[config.mk]
export PLATFORM = sky130hd
export DESIGN_NAME = usb3_rd_ctrl_flat
export DESIGN_NICKNAME = d
export VERILOG_FILES = /design/src/rtl/usb3_pkg.sv /design/src/rtl/usb3_rd_ctrl_if.sv /design/src/rtl/usb3_rd_align.sv /design/src/rtl/usb3_rd_ctrl.sv /design/src/flat_wrapper.sv
export SDC_FILE = /design/constraint.sdc
export NUM_CORES = 1
export LEC_CHECK = 0
export ABC_AREA = 0
export CAP_MARGIN = 20
export CORE_ASPECT_RATIO = 0.8
export CORE_UTILIZATION = 37
export CTS_CLUSTER_DIAMETER = 200
export CTS_CLUSTER_SIZE = 16
export DETAILED_ROUTE_END_ITERATION = 10
export MAX_ROUTING_LAYER = met4
export PLACE_DENSITY = 0.66
export SYNTH_ARGS = -nofsm -noshare
export SYNTH_HDL_FRONTEND = slang
export SYNTH_SLANG_ARGS = --single-unit
[constraint.sdc]
create_clock -name clk -period 3.45 [get_ports clk]
set_input_delay 0.69 -clock clk [delete_from_list [all_inputs] [get_ports clk]]
set_output_delay 0.69 -clock clk [all_outputs]
set_load 0.01 [all_outputs]
[src/rtl/usb3_pkg.sv]
// Shared definitions for the USB3 slave-FIFO read path: state codes seen by the
// parameter cache and the default frame terminator.
package usb3_pkg;

    localparam logic [3:0] IDLE  = 4'd0;
    localparam logic [3:0] WAIT  = 4'd3;
    localparam logic [3:0] OE    = 4'd5;
    localparam logic [3:0] READ  = 4'd6;
    localparam logic [3:0] DRAIN = 4'd7;
    localparam logic [3:0] CHECK = 4'd8;
    localparam logic [3:0] ABORT = 4'd9;

    localparam logic [31:0] END_WORD_DEF = 32'hFF00AAAA;

    typedef enum logic [3:0] {
        StIdle  = IDLE,
        StWait  = WAIT,
        StOe    = OE,
        StRead  = READ,
        StDrain = DRAIN,
        StCheck = CHECK,
        StAbort = ABORT
    } rd_state_e;

endpackage

[src/rtl/usb3_rd_ctrl_if.sv]
// FX3 slave-FIFO pins plus the cache write port of the read controller.
interface usb3_rd_ctrl_if;

    logic        usb3_flaga;
    logic [31:0] usb3_data;
    logic        usb3_slcs_n;
    logic        usb3_sloe_n;
    logic        usb3_slrd_n;
    logic [3:0]  usb_rd_state;
    logic [31:0] wr_data;
    logic [7:0]  wr_addr;
    logic        wr_en;
    logic        frame_done;
    logic        frame_err;

    modport master (
        input  usb3_flaga, usb3_data,
        output usb3_slcs_n, usb3_sloe_n, usb3_slrd_n, usb_rd_state,
        output wr_data, wr_addr, wr_en, frame_done, frame_err
    );

    modport slave (
        output usb3_flaga, usb3_data,
        input  usb3_slcs_n, usb3_sloe_n, usb3_slrd_n, usb_rd_state,
        input  wr_data, wr_addr, wr_en, frame_done, frame_err
    );

endinterface

[src/rtl/usb3_rd_align.sv]
// Delays each issued read strobe by the FX3 read latency and captures the bus
// word that belongs to it, producing one write strobe per word.
module usb3_rd_align #(
    parameter int unsigned RD_LATENCY = 2
) (
    input  logic        clk,
    input  logic        rst,
    input  logic        rd_strobe,
    input  logic [31:0] usb3_data,
    output logic [31:0] wr_data,
    output logic        wr_en
);

    logic [RD_LATENCY-1:0] vld_q;
    logic [31:0]           wr_data_q;
    logic                  wr_en_q;

    always_ff @(posedge clk) begin
        if (rst) begin
            vld_q     <= '0;
            wr_data_q <= '0;
            wr_en_q   <= 1'b0;
        end else begin
            vld_q[0] <= rd_strobe;
            for (int i = 1; i < RD_LATENCY; i++) begin
                vld_q[i] <= vld_q[i-1];
            end
            // Tail bit marks the cycle the FX3 word for that strobe is on the bus
            wr_en_q <= vld_q[RD_LATENCY-1];
            if (vld_q[RD_LATENCY-1]) begin
                wr_data_q <= usb3_data;
            end
        end
    end

    assign wr_data = wr_data_q;
    assign wr_en   = wr_en_q;

endmodule

[src/rtl/usb3_rd_ctrl.sv]
// FX3 slave-FIFO burst reader: qualifies FLAGA, issues a read burst, drains the
// latency pipeline and validates the frame terminator.
module usb3_rd_ctrl
    import usb3_pkg::*;
#(
    parameter int unsigned BURST_LEN  = 256,
    parameter int unsigned RD_LATENCY = 2,
    parameter logic [31:0] END_WORD   = END_WORD_DEF,
    parameter int unsigned FLAG_WAIT  = 2
) (
    input logic            clk,
    input logic            rst,
    usb3_rd_ctrl_if.master bus
);

    localparam int unsigned CNT_W = $clog2(BURST_LEN) + 1;
    localparam int unsigned LAT_W = $clog2(RD_LATENCY) + 1;
    localparam int unsigned FW_W  = $clog2(FLAG_WAIT) + 1;

    localparam logic [CNT_W-1:0] RD_LAST  = CNT_W'(BURST_LEN - 1);
    localparam logic [LAT_W-1:0] LAT_LAST = LAT_W'(RD_LATENCY - 1);
    localparam logic [FW_W-1:0]  FW_LAST  = FW_W'(FLAG_WAIT - 1);

    rd_state_e        state_q, state_d;
    logic [CNT_W-1:0] rd_cnt_q, rd_cnt_d;
    logic [LAT_W-1:0] lat_cnt_q, lat_cnt_d;
    logic [FW_W-1:0]  flag_cnt_q, flag_cnt_d;
    logic [7:0]       wr_addr_q;

    logic        rd_strobe;
    logic        slcs_n;
    logic        sloe_n;
    logic        frame_done;
    logic        frame_err;
    logic [31:0] wr_data;
    logic        wr_en;

    always_ff @(posedge clk) begin
        if (rst) begin
            state_q    <= StIdle;
            rd_cnt_q   <= '0;
            lat_cnt_q  <= '0;
            flag_cnt_q <= '0;
            wr_addr_q  <= '0;
        end else begin
            state_q    <= state_d;
            rd_cnt_q   <= rd_cnt_d;
            lat_cnt_q  <= lat_cnt_d;
            flag_cnt_q <= flag_cnt_d;
            if (state_q == StOe) begin
                wr_addr_q <= '0;
            end else if (wr_en) begin
                wr_addr_q <= wr_addr_q + 1'b1;
            end
        end
    end

    always_comb begin
        state_d    = state_q;
        rd_cnt_d   = rd_cnt_q;
        lat_cnt_d  = lat_cnt_q;
        flag_cnt_d = flag_cnt_q;
        slcs_n     = 1'b1;
        sloe_n     = 1'b1;
        rd_strobe  = 1'b0;
        frame_done = 1'b0;
        frame_err  = 1'b0;
        unique case (state_q)
            StIdle: begin
                // The IDLE sample counts as the first qualifying FLAGA cycle
                if (bus.usb3_flaga) begin
                    state_d    = StWait;
                    flag_cnt_d = FW_W'(1);
                end
            end
            StWait: begin
                if (!bus.usb3_flaga) begin
                    state_d = StIdle;
                end else if (flag_cnt_q >= FW_LAST) begin
                    state_d = StOe;
                end else begin
                    flag_cnt_d = flag_cnt_q + 1'b1;
                end
            end
            StOe: begin
                slcs_n   = 1'b0;
                sloe_n   = 1'b0;
                rd_cnt_d = '0;
                state_d  = StRead;
            end
            StRead: begin
                slcs_n    = 1'b0;
                sloe_n    = 1'b0;
                rd_strobe = 1'b1;
                rd_cnt_d  = rd_cnt_q + 1'b1;
                lat_cnt_d = '0;
                // Final strobe wins over a simultaneous FLAGA drop
                if (rd_cnt_q == RD_LAST) begin
                    state_d = StDrain;
                end else if (!bus.usb3_flaga) begin
                    state_d = StAbort;
                end
            end
            StDrain, StAbort: begin
                slcs_n    = 1'b0;
                sloe_n    = 1'b0;
                lat_cnt_d = lat_cnt_q + 1'b1;
                if (lat_cnt_q == LAT_LAST) begin
                    if (state_q == StDrain) begin
                        state_d = StCheck;
                    end else begin
                        state_d   = StIdle;
                        frame_err = 1'b1;
                    end
                end
            end
            StCheck: begin
                if (wr_data == END_WORD) begin
                    frame_done = 1'b1;
                end else begin
                    frame_err = 1'b1;
                end
                state_d = StIdle;
            end
            default: state_d = StIdle;
        endcase
    end

    usb3_rd_align #(
        .RD_LATENCY (RD_LATENCY)
    ) u_align (
        .clk       (clk),
        .rst       (rst),
        .rd_strobe (rd_strobe),
        .usb3_data (bus.usb3_data),
        .wr_data   (wr_data),
        .wr_en     (wr_en)
    );

    assign bus.usb3_slcs_n  = slcs_n;
    assign bus.usb3_sloe_n  = sloe_n;
    assign bus.usb3_slrd_n  = ~rd_strobe;
    assign bus.usb_rd_state = state_q;
    assign bus.wr_data      = wr_data;
    assign bus.wr_addr      = wr_addr_q;
    assign bus.wr_en        = wr_en;
    assign bus.frame_done   = frame_done;
    assign bus.frame_err    = frame_err;

endmodule

[src/flat_wrapper.sv]
// flat-port wrapper written by rule: the top's interface ports become plain ports
module usb3_rd_ctrl_flat import usb3_pkg::*;
#(
    parameter int unsigned BURST_LEN  = 256,
    parameter int unsigned RD_LATENCY = 2,
    parameter logic [31:0] END_WORD   = END_WORD_DEF,
    parameter int unsigned FLAG_WAIT  = 2
)
  (clk, rst, bus_usb3_flaga, bus_usb3_data, bus_usb3_slcs_n, bus_usb3_sloe_n, bus_usb3_slrd_n, bus_usb_rd_state, bus_wr_data, bus_wr_addr, bus_wr_en, bus_frame_done, bus_frame_err);
  usb3_rd_ctrl_if bus_i ();
  input logic clk;
  input logic rst;
  input wire logic [$bits(bus_i.usb3_flaga)-1:0] bus_usb3_flaga;
  input wire logic [$bits(bus_i.usb3_data)-1:0] bus_usb3_data;
  output wire logic [$bits(bus_i.usb3_slcs_n)-1:0] bus_usb3_slcs_n;
  output wire logic [$bits(bus_i.usb3_sloe_n)-1:0] bus_usb3_sloe_n;
  output wire logic [$bits(bus_i.usb3_slrd_n)-1:0] bus_usb3_slrd_n;
  output wire logic [$bits(bus_i.usb_rd_state)-1:0] bus_usb_rd_state;
  output wire logic [$bits(bus_i.wr_data)-1:0] bus_wr_data;
  output wire logic [$bits(bus_i.wr_addr)-1:0] bus_wr_addr;
  output wire logic [$bits(bus_i.wr_en)-1:0] bus_wr_en;
  output wire logic [$bits(bus_i.frame_done)-1:0] bus_frame_done;
  output wire logic [$bits(bus_i.frame_err)-1:0] bus_frame_err;
  assign bus_i.usb3_flaga = bus_usb3_flaga;
  assign bus_i.usb3_data = bus_usb3_data;
  assign bus_usb3_slcs_n = bus_i.usb3_slcs_n;
  assign bus_usb3_sloe_n = bus_i.usb3_sloe_n;
  assign bus_usb3_slrd_n = bus_i.usb3_slrd_n;
  assign bus_usb_rd_state = bus_i.usb_rd_state;
  assign bus_wr_data = bus_i.wr_data;
  assign bus_wr_addr = bus_i.wr_addr;
  assign bus_wr_en = bus_i.wr_en;
  assign bus_frame_done = bus_i.frame_done;
  assign bus_frame_err = bus_i.frame_err;
  usb3_rd_ctrl #(.BURST_LEN(BURST_LEN), .RD_LATENCY(RD_LATENCY), .END_WORD(END_WORD), .FLAG_WAIT(FLAG_WAIT)) u_core (.clk(clk), .rst(rst), .bus(bus_i));
endmodule
# Yosys cells after proc, flatten, opt, wreduce, memory -nomap -nowiden
# Index checks and enable logic that the tools add are counted.
[op_classes]
bitwise = 1
eq_ne = 15
n_lt_le_gt_ge = 1
n_reduce_logical = 9
n_addsub = 4
mux = 22
[ops]
columns = ["operator", "count"]
rows = [
  ["32-bit equality test (second input constant)", 1],
  ["4-bit 2-to-1 mux", 7],
  ["4-bit case mux with 5 select lines", 1],
  ["9-bit case mux with 2 select lines", 1],
  ["4-bit by 3-bit equality test with 1-bit output (second input constant)", 3],
  ["9-bit by 1-bit adder with 9-bit output (second input constant)", 1],
  ["9-bit by 8-bit equality test with 1-bit output (second input constant)", 1],
  ["8-bit by 1-bit adder with 8-bit output (second input constant)", 1],
  ["4-bit equality test (second input constant)", 2],
  ["2-bit case mux with 2 select lines", 2],
  ["4-bit AND reduction", 2],
  ["1-bit 2-to-1 mux", 7],
  ["2-bit 2-to-1 mux", 3],
  ["2-bit inequality test (second input constant)", 3],
  ["3-bit by 2-bit inequality test with 1-bit output (second input constant)", 2],
  ["2-bit nonzero test", 3],
  ["2-bit by 1-bit adder with 2-bit output (second input constant)", 2],
  ["4-bit by 2-bit equality test with 1-bit output (second input constant)", 1],
  ["4-bit zero test", 1],
  ["2-bit OR reduction", 2],
  ["4-bit OR reduction", 1],
  ["2-bit by 1-bit equality test with 1-bit output (second input constant)", 1],
  ["2-bit by 1-bit >= comparator with 1-bit output (second input constant)", 1],
  ["2-bit by 1-bit inequality test with 1-bit output (second input constant)", 1],
  ["other kinds (2)", 2],
]
[totals]
inputBits = 35
out_inout_bits = 50
word_cells = 60
reg_bits = 60

# Depth between registers and ports, before layout
[depth]
ltp_word = 4
mapped_depth = 9
depth_no_buf = 9

# By module
# A second synthesis with hierarchy kept.
[hier_totals]
hier_cells = 276
area_unflattened_um2 = 2690.1
[by_module_without_submodules]
columns = ["mod", "instances", "seq_area_each_um2", "area_each_um2", "cells_each"]
rows = [
  ["usb3_rd_ctrl", 1, 500.5, 1438.9, 166],
  ["usb3_rd_align", 1, 700.7, 1251.2, 110],
]

# Least setup slack after synthesis
# No wires, ideal clock.
[synth_path]
path_type = "register to output"
from = "register u_core.u_align.wr_data_q[3], in the netlist u_core.u_align.wr_data[3]"
to = "output port bus_frame_done"
t_arrival_ns = 1.522
slack_ns = 1.238
required_ns = 2.760
path_stages_with_launch = 5
n_path_buf = 0
path_cell_list = "dfxtp_1 nor4bb_1 nand2_2 or4_4 nor3b_2"
[synth_via]
elab_chain_cells = 3
[synth_lines]
columns = ["element", "line_no", "text"]
rows = [
  ["start, declared", "usb3_rd_align.sv:15", "logic [31:0] wr_data_q;"],
  ["start signal, assigned", "usb3_rd_align.sv:31", "wr_data_q <= usb3_data;"],
  ["32-bit equality test", "usb3_rd_ctrl.sv:118", "if (wr_data == END_WORD) begin"],
  ["1-bit 2-to-1 mux", "usb3_rd_ctrl.sv:118", ""],
  ["1-bit 2-to-1 mux", "usb3_rd_ctrl.sv:68", "unique case (state_q)"],
  ["end, declared", "flat_wrapper.sv:22", "output wire logic [$bits(bus_i.frame_done)-1:0] bus_frame_done;"],
]
# No other way between the ends.

# Worst setup path in the final report
[layout_path]
from = "register u_core.u_align.wr_data_q[20], in the netlist u_core.u_align.wr_data[20]"
to = "output port bus_frame_done"
# Same word-level chain as after synthesis.

==> impl_metrics.toml <==
[logic_synthesis]
ys_warn_count = 0
synth_seq_area_share_pct = 44.71
avgSynthCellArea_um2 = 9.628
synth_edf_count = 0
yosysUniqueCellTypes = 52
synth-async-reset-ratio_pct = 0
synth_area_mm2 = 0.002686
syn_inst = 279
synth_nets = 319
synth_flop_cell = "dfxtp_1"
ys_ff_latch = 60

[cells_and_area]
ff_latch_area_mm2 = 0.001202
mostFrequentLayoutCell = "clkdlybuf4s50_1"
nets = 397
n_antenna_cell = 0
multiInputGateArea_mm2 = 0.001348
drive_above_1_share_pct = 8.287
fill_cells = 641
final_cell_mix = "clkdlybuf4s50_1 (83), dfxtp_1 (59), nor2_1 (55)"
syn2layout_area_growth_pct = 38.89

[critical_path]
crit_required_ns = 2.76
cp_num_buf_inv = 1
criticalPathCategory = "reg -> out"
path_max_fanout = 3
crit_family = "simple AND/OR/NAND/NOR gates"
endpoint_kind = "primary output"
crit_chain = "nor4_2 -> nand4_1 -> or4_4 -> nor3b_2 -> clkdlybuf4s50_1"
r2r_cells = 9
cp_slowest_cell = "or4_4"
cp.depth = 5
worst_path_largest_cell_delay_ns = 0.58
start_kind = "flip-flop"
arrival_ns = 2.40

[cts]
cts_buffer_depth = 2
cts_setup_buffers = 0
hold_buffers = 0
clk_latency_ns = 0.34
cts_made_buffers = 9
cts_tree = "yes"
cts_resized = 0
cts.sinks = 60
ctsHtreeMaxLevel = 3
clk_pin_slew_ns = 0.06
cts_root_buffer = "clkbuf_8"

[global_route]
grt_max_degree = 34
antenna_found_initial = 0
grt.overflow.total = 0
grt_pass1_wl_mm = 9.528
track_usage_pct = 16.30
grt_pass1_vias = 2022

[floorplan]
rows = 27
die_h_um = 78.21
die_w_um = 97.27
core-area_mm2 = 0.006959
initial_utilization_pct = 38.60
die-area_mm2 = 0.007607
io_pins = 85

[sta]
timing.final.crit_share_pct = 89.66
finalHoldViolCount = 0
finalSetupViolCount = 0
fin_tns_setup_ns = 0
post-route-min-period_ns = 3.093
drv_slew = 0
tightest_slew_ns = 1.009
clock_skew_ns = 0.008861
rsz0062_at_grt = "no"
fmax_ghz = 0.3233
max_slew_margin_pct = 32.71

[drt]
wl_per_cell_um = 12.81
drtIter0Drc = 61
via_per_inst = 4.960
drtPass1Iterations = 4
drt-total-wl_mm = 5.751
drc_errors = 0
drtAntennaViolNets = 0
num_vias = 2227

[pwr]
p_total_w = 0.001764
leakage_nw = 1.262
p_per_area_mw_per_mm2 = 472.9
peakVddDrop_v = 0.0002383

[run_status]
outcome = "finished clean"

[run]
drv_cap = 0

[placed_design]
routabilityCongestion = 0.7262
portBuffers = 84
dp_hpwl_mm = 4.015

[hold_path]
hold_depth = 1
hold_path_class = "reg -> reg"
==> registers in the layout, indices dropped and copies added, names as in the netlist <==
name                     flops
u_core.flag_cnt_q            2
u_core.u_align.wr_en         1
u_core.bus.wr_addr           8
u_core.lat_cnt_q             2
u_core.u_align.wr_data      32
u_core.bus.usb_rd_state      4
u_core.u_align.vld_q         2
u_core.rd_cnt_q              9
==> layer usage <==
layer  vias to the layer above  routed length (um)  global-route usage (%)
met5                         -                   0                       -
met4                         0                  70                   5.294
met3                         9                 495                   8.192
met2                        61                2365                   23.52
met1                      1013                2820                   19.79
li1                       1144                   -                       -
==> layout make-up <==
class | count | share of cell area [%]
Multi-Input combinational cell | 194 | 36.12
Sequential cell | 60 | 32.23
Timing Repair Buffer | 85 | 22.60
Clock buffer | 11 | 3.789
Tap cell | 87 | 2.917
Clock inverter | 5 | 1.643
Inverter | 7 | 0.7042
==> through the flow <==
stage	setup WS [ns]	hold slack (ns)	cell area, um^2	cells	utilization [%]
4_1_cts	0.2887	0.4463	3731	449	53.61
2_1_floorplan	1.238	0.4138	2686	279	-
6_report	0.3566	0.4410	3731	449	53.61
3_5_place_dp	0.6594	0.4299	3528	433	50.70
3_3_place_gp	0.6768	0.4219	3528	433	50.70
5_1_grt	0.2040	0.4574	3731	449	53.61
==> power breakdown <==
part	internal, W	switching (W)	leakage (nW)
registers	0.000724	0.0000769	0.485
clock network	0.000354	0.000283	0.0918
logic	0.000185	0.000141	0.686
==> cells in the mapped netlist (all sizes together) (3+ instances only) <==
cell / number / area (um^2)
a211oi: 7 / 52.55
a21oi: 7 / 35.03
a31oi: 3 / 18.77
and4bb: 5 / 62.56
buf: 8 / 53.80
clkbuf: 10 / 57.56
dfxtp: 60 / 1201
ha: 5 / 62.56
inv: 7 / 26.27
mux2: 3 / 33.78
mux2i: 34 / 340.3
nand2: 10 / 40.04
nand3: 7 / 35.03
nand4: 5 / 31.28
nor2: 55 / 206.5
nor4: 3 / 31.28
nor4bb: 3 / 30.03
o21ai: 8 / 40.04
xor2: 7 / 61.31
==> path summary, 6_finish.rpt <==
check                                           startpoint                         end  slack [ns]
worst max register to register          u_core.rd_cnt_q[0]  u_core.bus.usb_rd_state[3]        1.25
worst max-delay path            u_core.u_align.wr_data[20]              bus_frame_done        0.36
worst min register to register     u_core.u_align.vld_q[0]     u_core.u_align.vld_q[1]        0.44
worst min-delay path               u_core.u_align.vld_q[0]     u_core.u_align.vld_q[1]        0.44
==> kinds of logic (layout without fill, tap and decap cells) <==
group | after synthesis | after routing | share of synthesized area (%)
adders and majority gates | 5 | 5 | 2.329
AOI/OAI and AO/OA | 34 | 34 | 8.244
buffers and inverters | 25 | 108 | 5.123
muxes | 37 | 37 | 13.93
xor gates and xnor gates | 8 | 8 | 2.608
and+or+nand+nor | 110 | 110 | 23.05
DFF | 60 | 60 | 44.71
(Power assumes the default switching activity.)
